File: src/rtl/sd_spi_cmd_responder.sv
// rtl/sd_spi_cmd_responder.sv - SD card-side SPI command frame receiver with R1 response
`timescale 1ns/1ps
module sd_spi_cmd_responder #(
    parameter int NCR    = 1,
    parameter bit CRC_EN = 1'b1
) (
    input  logic        clk,
    input  logic        reset,
    input  logic        spi_sclk,
    input  logic        spi_cs_n,
    input  logic        spi_mosi,
    output logic        spi_miso,
    input  logic [7:0]  r1_base,
    output logic        cmd_valid,
    output logic [5:0]  cmd_index,
    output logic [31:0] cmd_arg,
    output logic        cmd_crc_ok,
    output logic        frame_err,
    output logic        busy
);

    localparam logic [1:0] HUNT = 2'd0;
    localparam logic [1:0] CMD  = 2'd1;
    localparam logic [1:0] GAP  = 2'd2;
    localparam logic [1:0] RESP = 2'd3;
    localparam int GAP_LEN = NCR * 8;

    logic [2:0]  sclkSync;
    logic [1:0]  csSync;
    logic [1:0]  mosiSync;
    logic [1:0]  state;
    logic [5:0]  bitCnt;
    logic [6:0]  crc;
    logic [45:0] frame;
    logic [6:0]  gapCnt;
    logic [3:0]  respCnt;
    logic [7:0]  r1Reg;

    logic        sclkRise;
    logic        sclkFall;
    logic        csActive;
    logic        mosiBit;
    logic [46:0] frameNext;
    logic        crcMatch;
    logic        crcOkEff;

    function automatic logic [6:0] crc7Step(input logic [6:0] c, input logic b);
        logic fb;
        fb = c[6] ^ b;
        return {c[5:0], 1'b0} ^ {3'b000, fb, 2'b00, fb};
    endfunction

    // sclk keeps a third stage so edges are detected on the already-synchronised level
    assign sclkRise  = sclkSync[1] & ~sclkSync[2];
    assign sclkFall  = ~sclkSync[1] & sclkSync[2];
    assign csActive  = ~csSync[1];
    assign mosiBit   = mosiSync[1];
    assign frameNext = {frame, mosiBit};
    assign crcMatch  = (frameNext[7:1] == crc);
    assign crcOkEff  = CRC_EN ? crcMatch : 1'b1;
    assign busy      = (state != HUNT);

    always_ff @(posedge clk or posedge reset) begin
        if (reset) begin
            sclkSync <= 3'b000;
            csSync   <= 2'b11;
            mosiSync <= 2'b11;
        end else begin
            sclkSync <= {sclkSync[1:0], spi_sclk};
            csSync   <= {csSync[0], spi_cs_n};
            mosiSync <= {mosiSync[0], spi_mosi};
        end
    end

    always_ff @(posedge clk or posedge reset) begin
        if (reset) begin
            state      <= HUNT;
            bitCnt     <= 6'd0;
            crc        <= 7'd0;
            frame      <= 46'd0;
            gapCnt     <= 7'd0;
            respCnt    <= 4'd0;
            r1Reg      <= 8'hFF;
            spi_miso   <= 1'b1;
            cmd_valid  <= 1'b0;
            cmd_index  <= 6'd0;
            cmd_arg    <= 32'd0;
            cmd_crc_ok <= 1'b0;
            frame_err  <= 1'b0;
        end else begin
            cmd_valid <= 1'b0;
            frame_err <= 1'b0;
            if (!csActive) begin
                state    <= HUNT;
                spi_miso <= 1'b1;
                bitCnt   <= 6'd0;
                crc      <= 7'd0;
                gapCnt   <= 7'd0;
                respCnt  <= 4'd0;
            end else begin
                case (state)
                    HUNT: begin
                        if (sclkRise && !mosiBit) begin
                            state  <= CMD;
                            bitCnt <= 6'd1;
                            crc    <= crc7Step(7'd0, 1'b0);
                            frame  <= 46'd0;
                        end
                    end
                    CMD: begin
                        if (sclkRise) begin
                            frame  <= frameNext[45:0];
                            bitCnt <= bitCnt + 6'd1;
                            if (bitCnt < 6'd40)
                                crc <= crc7Step(crc, mosiBit);
                            if (bitCnt == 6'd47) begin
                                bitCnt <= 6'd0;
                                crc    <= 7'd0;
                                if (!frameNext[46] || !frameNext[0]) begin
                                    frame_err <= 1'b1;
                                    state     <= HUNT;
                                end else begin
                                    cmd_valid  <= 1'b1;
                                    cmd_index  <= frameNext[45:40];
                                    cmd_arg    <= frameNext[39:8];
                                    cmd_crc_ok <= crcOkEff;
                                    r1Reg      <= {r1_base[7] & 1'b0, r1_base[6:4],
                                                   r1_base[3] | (CRC_EN & ~crcMatch),
                                                   r1_base[2:0]};
                                    gapCnt     <= 7'd0;
                                    state      <= GAP;
                                end
                            end
                        end
                    end
                    GAP: begin
                        if (sclkFall) begin
                            spi_miso <= 1'b1;
                            if (gapCnt == 7'(GAP_LEN - 1)) begin
                                gapCnt  <= 7'd0;
                                respCnt <= 4'd0;
                                state   <= RESP;
                            end else begin
                                gapCnt <= gapCnt + 7'd1;
                            end
                        end
                    end
                    default: begin
                        // ninth fall closes the last R1 bit period
                        if (sclkFall) begin
                            if (respCnt == 4'd8) begin
                                spi_miso <= 1'b1;
                                state    <= HUNT;
                            end else begin
                                spi_miso <= r1Reg[7];
                                r1Reg    <= {r1Reg[6:0], 1'b1};
                                respCnt  <= respCnt + 4'd1;
                            end
                        end
                    end
                endcase
            end
        end
    end

endmodule

File: config.mk
export PLATFORM = sky130hd
export DESIGN_NAME = sd_spi_cmd_responder
export DESIGN_NICKNAME = d
export VERILOG_FILES = /design/src/rtl/sd_spi_cmd_responder.sv
export SDC_FILE = /design/constraint.sdc
export NUM_CORES = 1
export LEC_CHECK = 0
export ABC_AREA = 1
export BUFFER_PORTS_ARGS = -buffer_cell sky130_fd_sc_hd__buf_2
export CAP_MARGIN = 20
export CORE_MARGIN = 2
export CORE_UTILIZATION = 59
export DETAILED_ROUTE_END_ITERATION = 16
export PLACE_DENSITY = 0.88
export SETUP_SLACK_MARGIN = 0.2
export SYNTH_ARGS = -nofsm -noshare
export SYNTH_HDL_FRONTEND = slang
export SYNTH_SLANG_ARGS = --single-unit
File: constraint.sdc
create_clock -name clk -period 5.06 [get_ports clk]
set_clock_uncertainty 0.2 [all_clocks]
set_input_delay 0.506 -clock clk [delete_from_list [all_inputs] [get_ports clk]]
set_output_delay 0.506 -clock clk [all_outputs]
set_load 0.03 [all_outputs]
== After elaboration in Yosys (flattened, before gate mapping) ==
Index checks and enable logic that the tools add are counted.

* Flip-flop bits (word level): 129
* Input port bits: 13
* Output and inout port bits: 43
* Logic and storage cells: 133

* Add/sub/neg operators: 3
* Order comparisons: 1
* Eq/ne operators: 20
* Multiplexer cells: 58
* Bitwise logic cells: 11
* Reductions and logical operators: 24

{| class="wikitable"
|+ Operators by type and width
! cell !! count
|-
| 2-to-1 mux 46 bit || 2
|-
| case mux 46 bit (2 select lines) || 1
|-
| 2-to-1 mux 7 bit || 11
|-
| 2-to-1 mux 8 bit || 5
|-
| case mux 7 bit (2 select lines) || 2
|-
| 2-to-1 mux 6 bit || 4
|-
| 2-to-1 mux 4 bit || 5
|-
| 2-to-1 mux 2 bit || 9
|-
| != test 3 bit (second input constant) || 6
|-
| case mux 8 bit (2 select lines) || 1
|-
| 2-to-1 mux 1 bit || 14
|-
| AND reduction 7 bit || 2
|-
| case mux 6 bit (2 select lines) || 1
|-
| AND reduction 4 bit || 3
|-
| AND reduction 5 bit || 2
|-
| != test 2 bit (second input constant) || 4
|-
| case mux 4 bit (2 select lines) || 1
|-
| nonzero test 2 bit || 4
|-
| adder 7 x 1 -> 7 bit (second input constant) || 1
|-
| equality test 7 x 3 -> 1 bit (second input constant) || 1
|-
| equality test 7 bit || 1
|-
| XOR 7 x 4 -> 7 bit || 1
|-
| adder 6 x 1 -> 6 bit (second input constant) || 1
|-
| equality test 6 bit (second input constant) || 1
|-
| 24 further kinds || 34
|}

== Depth between registers and ports, before layout ==
Gate-level depths: netlist of run 1.

* Word-level depth: 7
* Mapped depth: 12
* Depth with buffers taken out: 11

== Worst setup path after synthesis of run 1 ==
OpenSTA, ideal clock, no wires.

* Path type: flip-flop to flip-flop
* Start point: reg state[0]
* End point: reg frame[4]
* Arrival: 1554 ps
* Data required time: 4743 ps
* Setup slack: 3188 ps
* Cell stages (with the launch flop): 13
* Buffers on the path: 2
* Path through: dfrtp_1 -> inv_1 -> ha_1 -> nand2_2 -> inv_2 -> nand2_1 -> nand2_1 -> nor2_4 -> nand2_2 -> buf_6 -> buf_6 -> nand2_1 -> o21ai_2

* Longest elaborated chain between the ends: 3
* Elaborated cells between the ends (all ways): 7
* Classes of those cells: eq/ne (3); mux (1); reduce/logical (3)

{| class="wikitable"
|+ Ends and longest elaborated chain
! item !! RTL line !! source
|-
| from (decl) || 31 || <nowiki>logic [1:0] state;</nowiki>
|-
| from (signal assigned) || 77 || <nowiki>state <= HUNT;</nowiki>
|-
| from (signal assigned) || 94 || <nowiki>state <= HUNT;</nowiki>
|-
| from (signal assigned) || 104 || <nowiki>state <= CMD;</nowiki>
|-
| equality test 2 x 1 -> 1 bit / zero test 2 bit (equally long branches) || 101 || <nowiki>case (state)</nowiki>
|-
| != test 2 bit (no source line) / nonzero test 2 bit (equally long branches) || n/a ||
|-
| AND reduction 4 bit (no source line) || n/a ||
|-
| to (signal assigned) || 112 || <nowiki>frame <= frameNext[45:0];</nowiki>
|-
| to (decl) || 34 || <nowiki>logic [45:0] frame;</nowiki>
|}

Several ways; a longest one is shown, not always the timed one.
A chain may end at the register's enable or synchronous reset.

== Worst setup path after layout of run 1 ==
* Start point: reg state[1]
* End point: reg frame[14]

The elaborated chain is that of the path after synthesis.

==> flow_summary.json, run 1 <==
{
  "ys_types": 32,
  "gp_congestion": 0.904,
  "use_met3_pct": 5.70,
  "ys.flop_type": "dfrtp_1",
  "route.final.wire_length_mm": 12.4,
  "antennaDiodeCount": 0,
  "cts_root_buffer": "clkbuf_8",
  "worstPathArrival_ps": 3160,
  "cts_htree_levels": 4,
  "clkLatencyLatePin_ps": 530,
  "crit_type": "flip-flop to flip-flop",
  "fp.dieW_um": 104,
  "cts.repair.resized": 0,
  "critPathCaptureType": "flip-flop",
  "ios": 56,
  "post-cts-setup-buffers": 0,
  "grt_antenna_before_repair": 0,
  "worst_setup_path_start_kind": "flip-flop",
  "drtAntennaViolNets": 0,
  "wire_per_inst_um": 14.1,
  "nFillCells": 715,
  "yosysSeqAreaShare_pct": 54.9,
  "rows": 36,
  "holdWs_ps": 59.3,
  "powerDensity_nw_per_um2": 424,
  "slowest_delay_ps": 520,
  "max_clock_freq_mhz": 339,
  "multi_input_area_sq_um": 2360,
  "drive_gt1_share_pct": 21.7,
  "min_path_type": "input port to flip-flop",
  "grt_pass1_vias": 4576,
  "postSynthAreaPerCell_sq_um": 8.64,
  "ctsHoldBuffers": 3,
  "grtUsageMet2_pct": 41.0,
  "finalCriticalPeriod_ps": 2950,
  "critPathBufInv": 3,
  "die_h_um": 104,
  "grt_pass1_wl_mm": 21.1,
  "slew_violations": 0,
  "tns_ps": 0,
  "postLayoutSetupSlackWorst_ps": 2110,
  "netlist_instances": 684,
  "dp_worst_setup_slack_ps": 2200,
  "via_per_inst": 5.27,
  "cp_common_cell": "buf_4",
  "dieArea_sq_um": 10800,
  "cts-buffers-inserted": 17,
  "drtIter0Drc": 317,
  "ys_ff_latch": 129,
  "synth_edf_count": 0,
  "yosysWarnings": 0,
  "critPathMaxFanout": 63,
  "areaGrowthSynthToFinish_pct": 16.1,
  "crit_chain": "inv_1, ha_2, buf_4, nor3_2, nor2_4, nand2_4, buf_4, nand2_1, o21ai_2",
  "critPathTopFamily": "buffers and inverters",
  "final_nets": 759,
  "rsz0062_at_grt": "false",
  "tightest_slew_ps": 739,
  "ir_drop_v": 0.000265,
  "netlist_area_sq_um": 5910,
  "met1_usage_pct": 30.6,
  "cp_slowest_cell": "buf_4",
  "core-area_sq_um": 9730,
  "initial_utilization_pct": 60.8,
  "grt_remaining_overflow": 0,
  "track_usage_pct": 24.4,
  "hpwl_mm": 7.45,
  "status": "finished, final reports clean",
  "hold_viol_final": 0,
  "slew_headroom_pct": 50.8,
  "seqCellArea_sq_um": 3240,
  "fin_util_pct": 70.6,
  "finalCritPeriodShare_pct": 58.4,
  "max_cap_violations": 0,
  "clk_pin_slew_ps": 60,
  "vias": 4661,
  "grt.busiest_layer": "met2",
  "async_reset_ff_share_pct": 100,
  "syn-num-nets": 704,
  "critPathRequiredTime_ps": 5270,
  "finalSetupViolCount": 0,
  "drc": 0,
  "cts.sinks": 129,
  "grt_max_degree": 84,
  "p_leak_nw": 3.53,
  "cts_tree": "yes",
  "drtPass1Iterations": 5,
  "port_buffers": 54,
  "clockBufferDepth": 2
}
-- cell families after synthesis --
| group | share of synthesized area [%] |
|---|---|
| AO/OA/AOI/OAI | 8.72 |
| XOR/XNOR | 1.78 |
| adder cells (fa/ha/maj) | 1.48 |
| buffers and inverters | 5.27 |
| flip-flops | 54.9 |
| multiplexers | 0.847 |
| AND/OR/NAND/NOR | 27.0 |
-- synth_stat cells, drive strengths merged (6+ instances only) --
master | count | area (sq um)
buf | 21 | 163
dfrtp | 116 | 2900
ha | 7 | 87.6
nand2 | 322 | 1230
dfstp | 13 | 342
nand3 | 20 | 105
o21ai | 74 | 483
nor3 | 6 | 35.0
xnor2 | 7 | 61.3
inv | 32 | 123
clkbuf | 7 | 26.3
nor2 | 37 | 171
-- cells in the final DEF, fill, tap and decap left out, types with 2 or more instances in the layout --
cell type / n
clkinvlp_4: 3
ha_1: 6
buf_2: 54
clkinv_4: 2
clkinv_2: 5
nand3_1: 19
o21ai_1: 37
inv_4: 2
xor2_1: 5
nor3_1: 5
nand2_1: 312
dfstp_2: 13
inv_1: 24
clkbuf_8: 2
o21ai_0: 7
buf_4: 5
nand2_2: 9
nor2_1: 32
inv_2: 6
nand4_1: 4
clkbuf_16: 16
nor2_4: 4
xnor2_1: 7
dfrtp_1: 116
dlygate4sd3_1: 4
bufinv_16: 3
o21ai_2: 30
mux2i_1: 5
a21oi_1: 4
-- power by group --
group / leakage, nW / switching [mW] / total, mW / internal [mW]
registers: 1.74 / 0.0591 / 1.19 / 1.13
clock network: 0.287 / 0.453 / 1.21 / 0.761
logic: 1.50 / 0.368 / 0.507 / 0.139
-- state kept, by name, summed over array words and instances, names as in the netlist, 2 cells and up --
name and flops:
sclkSync 3, r1Reg 8, bitCnt 6, frame 46, state 2, csSync 2
respCnt 4, cmd_index 6, mosiSync 2, crc 7, cmd_arg 32, gapCnt 7
-- per-stage QoR --
stage	cell area (sq um)	power (mW)	cells
6_report	6870	2.91	885
5_1_grt	6870	3.03	885
4_1_cts	6830	2.91	883
3_5_place_dp	6210	1.69	848
3_3_place_gp	6210	1.67	848
2_1_floorplan	5910	1.62	684
-- per-layer routing --
layer | up-vias | part of all wire, %
met4 | 0 | 1.2
met1 | 2247 | 43
li1 | 2266 | -
met5 | - | 0
met2 | 133 | 52
met3 | 15 | 4.3
-- layout make-up --
type / instances / area share [%]
well taps: 133 / 2.42
clock buffers: 18 / 6.23
clock inverters: 14 / 2.39
multi-input cells: 495 / 34.4
inverters: 32 / 1.82
repair buffers: 64 / 5.47
flip-flops and latches: 129 / 47.2
-- tightest hold or removal path: cells and delay by family --
family | cells | cell delay [ps]
simple gates | 1 | 90
compound gates | 1 | 70
buf+inv | 1 | 100
-- final timing paths --
kind | endpoint | cells after the start | slack (ps) | from
setup / recovery | frame[14] | 9 | 2110 | state[1]
hold / removal | r1Reg[0] | 3 | 60 | r1_base[0]
setup reg to reg | frame[14] | 9 | 2110 | state[1]
hold reg to reg | sclkSync[1] | 0 | 150 | sclkSync[0]
max in group asynchronous | cmd_arg[1] | 4 | 3660 | reset
min in group asynchronous | frame[31] | 3 | 220 | reset
Power figures use the tool's default switching activity.
==> run 2, diff against run 1 <==
--- a/config.mk
+++ b/config.mk
@@ -5,13 +5,13 @@
 export SDC_FILE = /design/constraint.sdc
 export NUM_CORES = 1
 export LEC_CHECK = 0
-export ABC_AREA = 1
+export ABC_AREA = 0
 export BUFFER_PORTS_ARGS = -buffer_cell sky130_fd_sc_hd__buf_2
 export CAP_MARGIN = 20
 export CORE_MARGIN = 2
 export CORE_UTILIZATION = 59
 export DETAILED_ROUTE_END_ITERATION = 16
-export PLACE_DENSITY = 0.88
+export PLACE_DENSITY = 0.89
 export SETUP_SLACK_MARGIN = 0.2
 export SYNTH_ARGS = -nofsm -noshare
 export SYNTH_HDL_FRONTEND = slang
==> constraint.sdc (replaced) <==
create_clock -name clk -period 2.85 [get_ports clk]
set_clock_uncertainty 0.2 [all_clocks]
set_input_delay 0.285 -clock clk [delete_from_list [all_inputs] [get_ports clk]]
set_output_delay 0.285 -clock clk [all_outputs]
set_load 0.03 [all_outputs]
==> flow_summary.json, run 2 <==
{
  "drtPass1Iterations": 5,
  "r2r_cells": 7,
  "hold_viol_final": 0,
  "gp_congestion": 0.867,
  "p_total_mw": 4.79,
  "synth_area_leaders": "dfrtp_1 51%, mux2_2 7.9%, nand2_1 7.5%",
  "synth_top_area_share_pct": 50.7,
  "critPathRequiredTime_ps": 3100,
  "max_cap_violations": 0,
  "port_buffers": 54,
  "finalCriticalPeriod_ps": 2560,
  "min_path_type": "input port to flip-flop",
  "worstPathArrival_ps": 2810,
  "cts_tree": "yes",
  "tightest_slew_ps": 694,
  "areaGrowthSynthToFinish_pct": 19.7,
  "antennaDiodeCount": 0,
  "p_sw_share_pct": 28.2,
  "max_clock_freq_mhz": 390,
  "endpoint": "r1Reg[0]",
  "finalSetupViolCount": 0,
  "clkLatencyLatePin_ps": 530,
  "vias": 4447,
  "cp_slowest_cell": "nor4b_2",
  "ir_drop_v": 0.000467,
  "netlist_area_sq_um": 5720,
  "syn-num-nets": 555,
  "yosysWarnings": 0,
  "status": "finished, final reports clean",
  "drtAntennaViolNets": 0,
  "cts-buffers-inserted": 17,
  "fin_area_sq_um": 6850,
  "dieArea_sq_um": 10500,
  "startpoint": "state[1]",
  "clk_pin_slew_ps": 60,
  "wire_per_inst_um": 18.5,
  "die_h_um": 103,
  "yosysSeqAreaShare_pct": 56.7,
  "crit_type": "flip-flop to flip-flop",
  "hpwl_mm": 7.87,
  "grt_pass1_vias": 4499,
  "ys_types": 59,
  "async_reset_ff_share_pct": 100,
  "grt_max_degree": 92,
  "cts_root_buffer": "clkbuf_8",
  "postLayoutSetupSlackWorst_ps": 285,
  "reg_top3": "frame: 46 flops, cmd_arg: 32 flops, r1Reg: 8 flops",
  "r2r_slack_ps": 290,
  "powerDensity_nw_per_um2": 699,
  "drtIter0Drc": 566,
  "synthTopCellsByCount": "116 x dfrtp_1, 115 x nand2_1, 58 x o21ai_0",
  "grt_antenna_before_repair": 0,
  "critPathMaxFanout": 25,
  "holdWs_ps": 92.4,
  "pwr-share-comb_pct": 12.3,
  "track_usage_pct": 27.9,
  "ios": 56,
  "grt_pass1_wl_mm": 22.2,
  "largest_reg_flops": 46,
  "drive_gt1_share_pct": 26.6,
  "crit_chain": "inv_1, ha_2, buf_4, nor4b_2, nand3_2, and2_1, mux2_4",
  "power_frac_seq_pct": 42.1,
  "drc": 0,
  "p_leak_nw": 3.20,
  "placed_cells": 699,
  "fp.dieW_um": 103,
  "layout_common_cells": "116 x dfrtp_1, 115 x nand2_1, 58 x o21ai_0",
  "dp_worst_setup_slack_ps": 358,
  "ys_ff_latch": 129,
  "placed_area_sq_um": 6160,
  "rsz0062_at_grt": "true",
  "via_per_inst": 6.00,
  "rows": 35,
  "finalCritPeriodShare_pct": 90.0,
  "reg2reg_from": "state[1]",
  "nFillCells": 557,
  "multi_input_area_sq_um": 2290,
  "grt_remaining_overflow": 0,
  "clkPwrFrac_pct": 45.7,
  "netlist_instances": 535,
  "tns_ps": 0,
  "worst_setup_path_start_kind": "flip-flop",
  "critPathCaptureType": "flip-flop",
  "intPower_mw": 3.44,
  "slowest_delay_ps": 480,
  "final_nets": 619,
  "seqCellArea_sq_um": 3240,
  "yosysMostFrequentCell": "dfrtp_1",
  "fin_cells": 741,
  "postSynthAreaPerCell_sq_um": 10.7,
  "r2r-end": "r1Reg[0]",
  "synth_top_cell_by_area": "dfrtp_1",
  "cts_htree_levels": 4,
  "core-area_sq_um": 9330,
  "regMostFlops": "frame",
  "synth_edf_count": 0,
  "fin_util_pct": 73.5,
  "final_common_cell": "dfrtp_1",
  "initial_utilization_pct": 61.4,
  "post-cts-setup-buffers": 0,
  "clockBufferDepth": 2,
  "slew_violations": 0,
  "route.final.wire_length_mm": 13.7,
  "cts.sinks": 129,
  "p_sw_mw": 1.35,
  "ys.flop_type": "dfrtp_1",
  "slew_headroom_pct": 53.6
}
## run 2: cell families (layout without fill, tap and decap cells)
group	Yosys count	count (layout)	share of synthesized area, %
AO/OA/AOI/OAI	102	102	11.1
XOR/XNOR	9	9	1.38
adder cells (fa/ha/maj)	7	7	1.53
buffers and inverters	50	127	3.78
flip-flops	129	129	56.7
multiplexers	55	55	10.6
AND/OR/NAND/NOR	183	183	14.9
## run 2: power by group through the flow
| stage | clock network, mW | logic, mW | registers, mW |
|---|---|---|---|
| after floorplan | 0 | 0.429 | 2.02 |
| after global placement | 0 | 0.517 | 2.03 |
| after detailed placement | 0 | 0.547 | 2.04 |
| after CTS | 2.21 | 0.578 | 2.01 |
| after global routing | 2.29 | 0.644 | 2.02 |
| final | 2.19 | 0.588 | 2.02 |
## run 2: worst min path at each step
| stage | startpoint | to | slack, ps | cells past startpoint |
|---|---|---|---|---|
| 3_3_place_gp | reset | sclkSync[0] | 120 | 2 |
| 4_1_cts | r1_base[3] | r1Reg[3] | 80 | 4 |
| 3_5_place_dp | reset | sclkSync[0] | 130 | 2 |
| 2_1_floorplan | spi_cs_n | csSync[0] | 90 | 0 |
| 5_1_grt | r1_base[3] | r1Reg[3] | 130 | 4 |
| 6_report | r1_base[3] | r1Reg[3] | 90 | 4 |
## run 2: cell type report
| class | instances | area share (%) |
|---|---|---|
| flip-flops and latches | 129 | 47.4 |
| clock inverters | 14 | 2.43 |
| clock buffers | 18 | 6.25 |
| well taps | 129 | 2.36 |
| multi-input cells | 356 | 33.4 |
| repair buffers | 74 | 7.05 |
| inverters | 21 | 1.21 |
## run 2: critical path, delay by kind of cell, from the launching register on
family	cells	cell delay, ps
fa+ha+maj	1	220
simple gates	3	1030
buf+inv	2	350
flops	1	380
mux	1	320
## run 2: layer usage
| layer | vias to the layer above | track usage (%) | share of wire (%) |
|---|---|---|---|
| met1 | 2192 | 34.1 | 38 |
| met3 | 51 | 6.44 | 6.0 |
| met2 | 229 | 46.1 | 52 |
| met4 | 0 | 15.3 | 4.0 |
| met5 | - | 0 | 0 |
| li1 | 1975 | - | - |
## run 2: what timing repair did
action | 4_1_cts | 5_1_grt
endpoints found under the hold margin | 81 | 0
endpoints found under the setup margin | 0 | 12
resized for setup | 0 | 1
hold buffers | 10 | 0
==> run 3, diff against run 2 <==
--- a/config.mk
+++ b/config.mk
@@ -6,12 +6,13 @@
 export NUM_CORES = 1
 export LEC_CHECK = 0
 export ABC_AREA = 0
+export ABC_CLOCK_PERIOD_IN_PS = 2850
 export BUFFER_PORTS_ARGS = -buffer_cell sky130_fd_sc_hd__buf_2
 export CAP_MARGIN = 20
 export CORE_MARGIN = 2
-export CORE_UTILIZATION = 59
+export CORE_UTILIZATION = 40
 export DETAILED_ROUTE_END_ITERATION = 16
-export PLACE_DENSITY = 0.89
+export PLACE_DENSITY = 0.67
 export SETUP_SLACK_MARGIN = 0.2
 export SYNTH_ARGS = -nofsm -noshare
 export SYNTH_HDL_FRONTEND = slang
==> flow_summary.json, run 3 (synthesis gave the netlist of run 2 again) <==
{
  "status": "finished, final reports clean",
  "drive_gt1_share_pct": 26.5,
  "drtPass1Iterations": 4,
  "fin_area_sq_um": 6860,
  "grt_max_degree": 60,
  "critPathCaptureType": "flip-flop",
  "worstPathArrival_ps": 2650,
  "fp.dieW_um": 124,
  "min_path_type": "input port to flip-flop",
  "dieArea_sq_um": 15300,
  "layout_common_cells": "116 x dfrtp_1, 115 x nand2_1, 58 x o21ai_0",
  "clockBufferDepth": 2,
  "final_nets": 617,
  "gp_congestion": 0.830,
  "reg_top3": "frame: 46 flops, cmd_arg: 32 flops, r1Reg: 8 flops",
  "cts-buffers-inserted": 17,
  "port_buffers": 54,
  "wire_per_inst_um": 14.7,
  "hold_viol_final": 0,
  "die_h_um": 124,
  "finalSetupViolCount": 0,
  "hpwl_mm": 7.55,
  "cts_tree": "yes",
  "grt_remaining_overflow": 0,
  "p_total_mw": 4.66,
  "placed_area_sq_um": 6200,
  "clk_pin_slew_ps": 60,
  "vias": 4001,
  "areaGrowthSynthToFinish_pct": 19.8,
  "slew_violations": 0,
  "grt_pass1_wl_mm": 19.6,
  "regMostFlops": "frame",
  "grt_pass1_vias": 4140,
  "cts_htree_levels": 4,
  "max_clock_freq_mhz": 397,
  "ir_drop_v": 0.000424,
  "drc": 0,
  "critPathMaxFanout": 10,
  "cts.sinks": 129,
  "finalCriticalPeriod_ps": 2520,
  "tns_ps": 0,
  "powerDensity_nw_per_um2": 680,
  "fin_util_pct": 49.2,
  "grt_antenna_before_repair": 0,
  "tightest_slew_ps": 630,
  "core-area_sq_um": 13900,
  "cts_root_buffer": "clkbuf_16",
  "rsz0062_at_grt": "true",
  "antennaDiodeCount": 0,
  "crit_type": "flip-flop to flip-flop",
  "via_per_inst": 5.08,
  "largest_reg_flops": 46,
  "finalCritPeriodShare_pct": 88.4,
  "slew_headroom_pct": 57.9,
  "ios": 56,
  "final_common_cell": "dfrtp_1",
  "worst_setup_path_start_kind": "flip-flop",
  "rows": 43,
  "route.final.wire_length_mm": 11.6,
  "track_usage_pct": 16.5,
  "drtIter0Drc": 286,
  "max_cap_violations": 0,
  "initial_utilization_pct": 41.1,
  "drtAntennaViolNets": 0,
  "critPathRequiredTime_ps": 2980,
  "p_leak_nw": 3.16,
  "clkLatencyLatePin_ps": 420
}
==> run 3: changes by cell type in the layout (fill, tap and decap cells not counted), moves of 2 or more <==
cell | before | now
clkinv_2 | 0 | 2
buf_4 | 7 | 10
inv_6 | 7 | 2
buf_12 | 3 | 1
inv_8 | 2 | 0
clkinv_4 | 0 | 2
dlygate4sd3_1 | 10 | 7
==> run 3: path summary, 6_finish.rpt <==
path,startpoint,endpoint,depth (start not counted),slack [ps]
setup / recovery,state[1],crc[4],6,330
hold / removal,r1_base[1],r1Reg[1],3,30
setup reg to reg,state[1],crc[4],6,330
hold reg to reg,sclkSync[0],sclkSync[1],0,140
max in group asynchronous,reset,r1Reg[7],4,1570
min in group asynchronous,reset,crc[6],3,180
==> run 3: per-stage QoR <==
step                      setup slack [ps]  hold WS [ps]  instances
after floorplan                        683          89.5        535
after global placement                 425          67.5        751
after detailed placement               367          70.3        751
after CTS                              341          10.6        788
after global routing                   184          46.5        788
final                                  329          26.0        788
==> run 3: critical path, stage by stage (launching register included) <==
cell     delay, ps
dfrtp_1        380
inv_1          140
ha_2           340
nor2b_1        350
o211a_1        340
o22a_1         430
mux2i_1        250
==> run 3: metal layers <==
metal | part of all wire [%] | up-vias | wire length, um | global-route usage [%]
li1 | - | 1956 | - | -
met1 | 47 | 1956 | 5430 | 21.2
met2 | 48 | 76 | 5590 | 26.1
met3 | 3.3 | 13 | 386 | 4.76
met4 | 1.3 | 0 | 154 | 7.32
met5 | 0 | - | 0 | 0
==> run 3: area by class of cell <==
| type | count | area, sq um |
|---|---|---|
| multi-input combinational | 356 | 2300 |
| sequential | 129 | 3240 |
| clock inverter | 12 | 135 |
| timing repair buffer | 72 | 435 |
| clock buffer | 18 | 439 |
| inverter | 21 | 82.6 |
| fill | 1218 | 7080 |
| tap | 180 | 225 |
==> run 3: power by group <==
part           internal, mW  total, mW  switching, mW
logic                 0.193      0.560          0.367
clock network          1.30       2.10          0.796
registers              1.95       2.01         0.0593
total                  3.44       4.66           1.22
==> run 3: timing repair <==
action	CTS	global route
buffers inserted	0	0
hold buffers	7	0
resized for setup	0	1
hold endpoints to repair	16	0
endpoints found under the setup margin	0	3
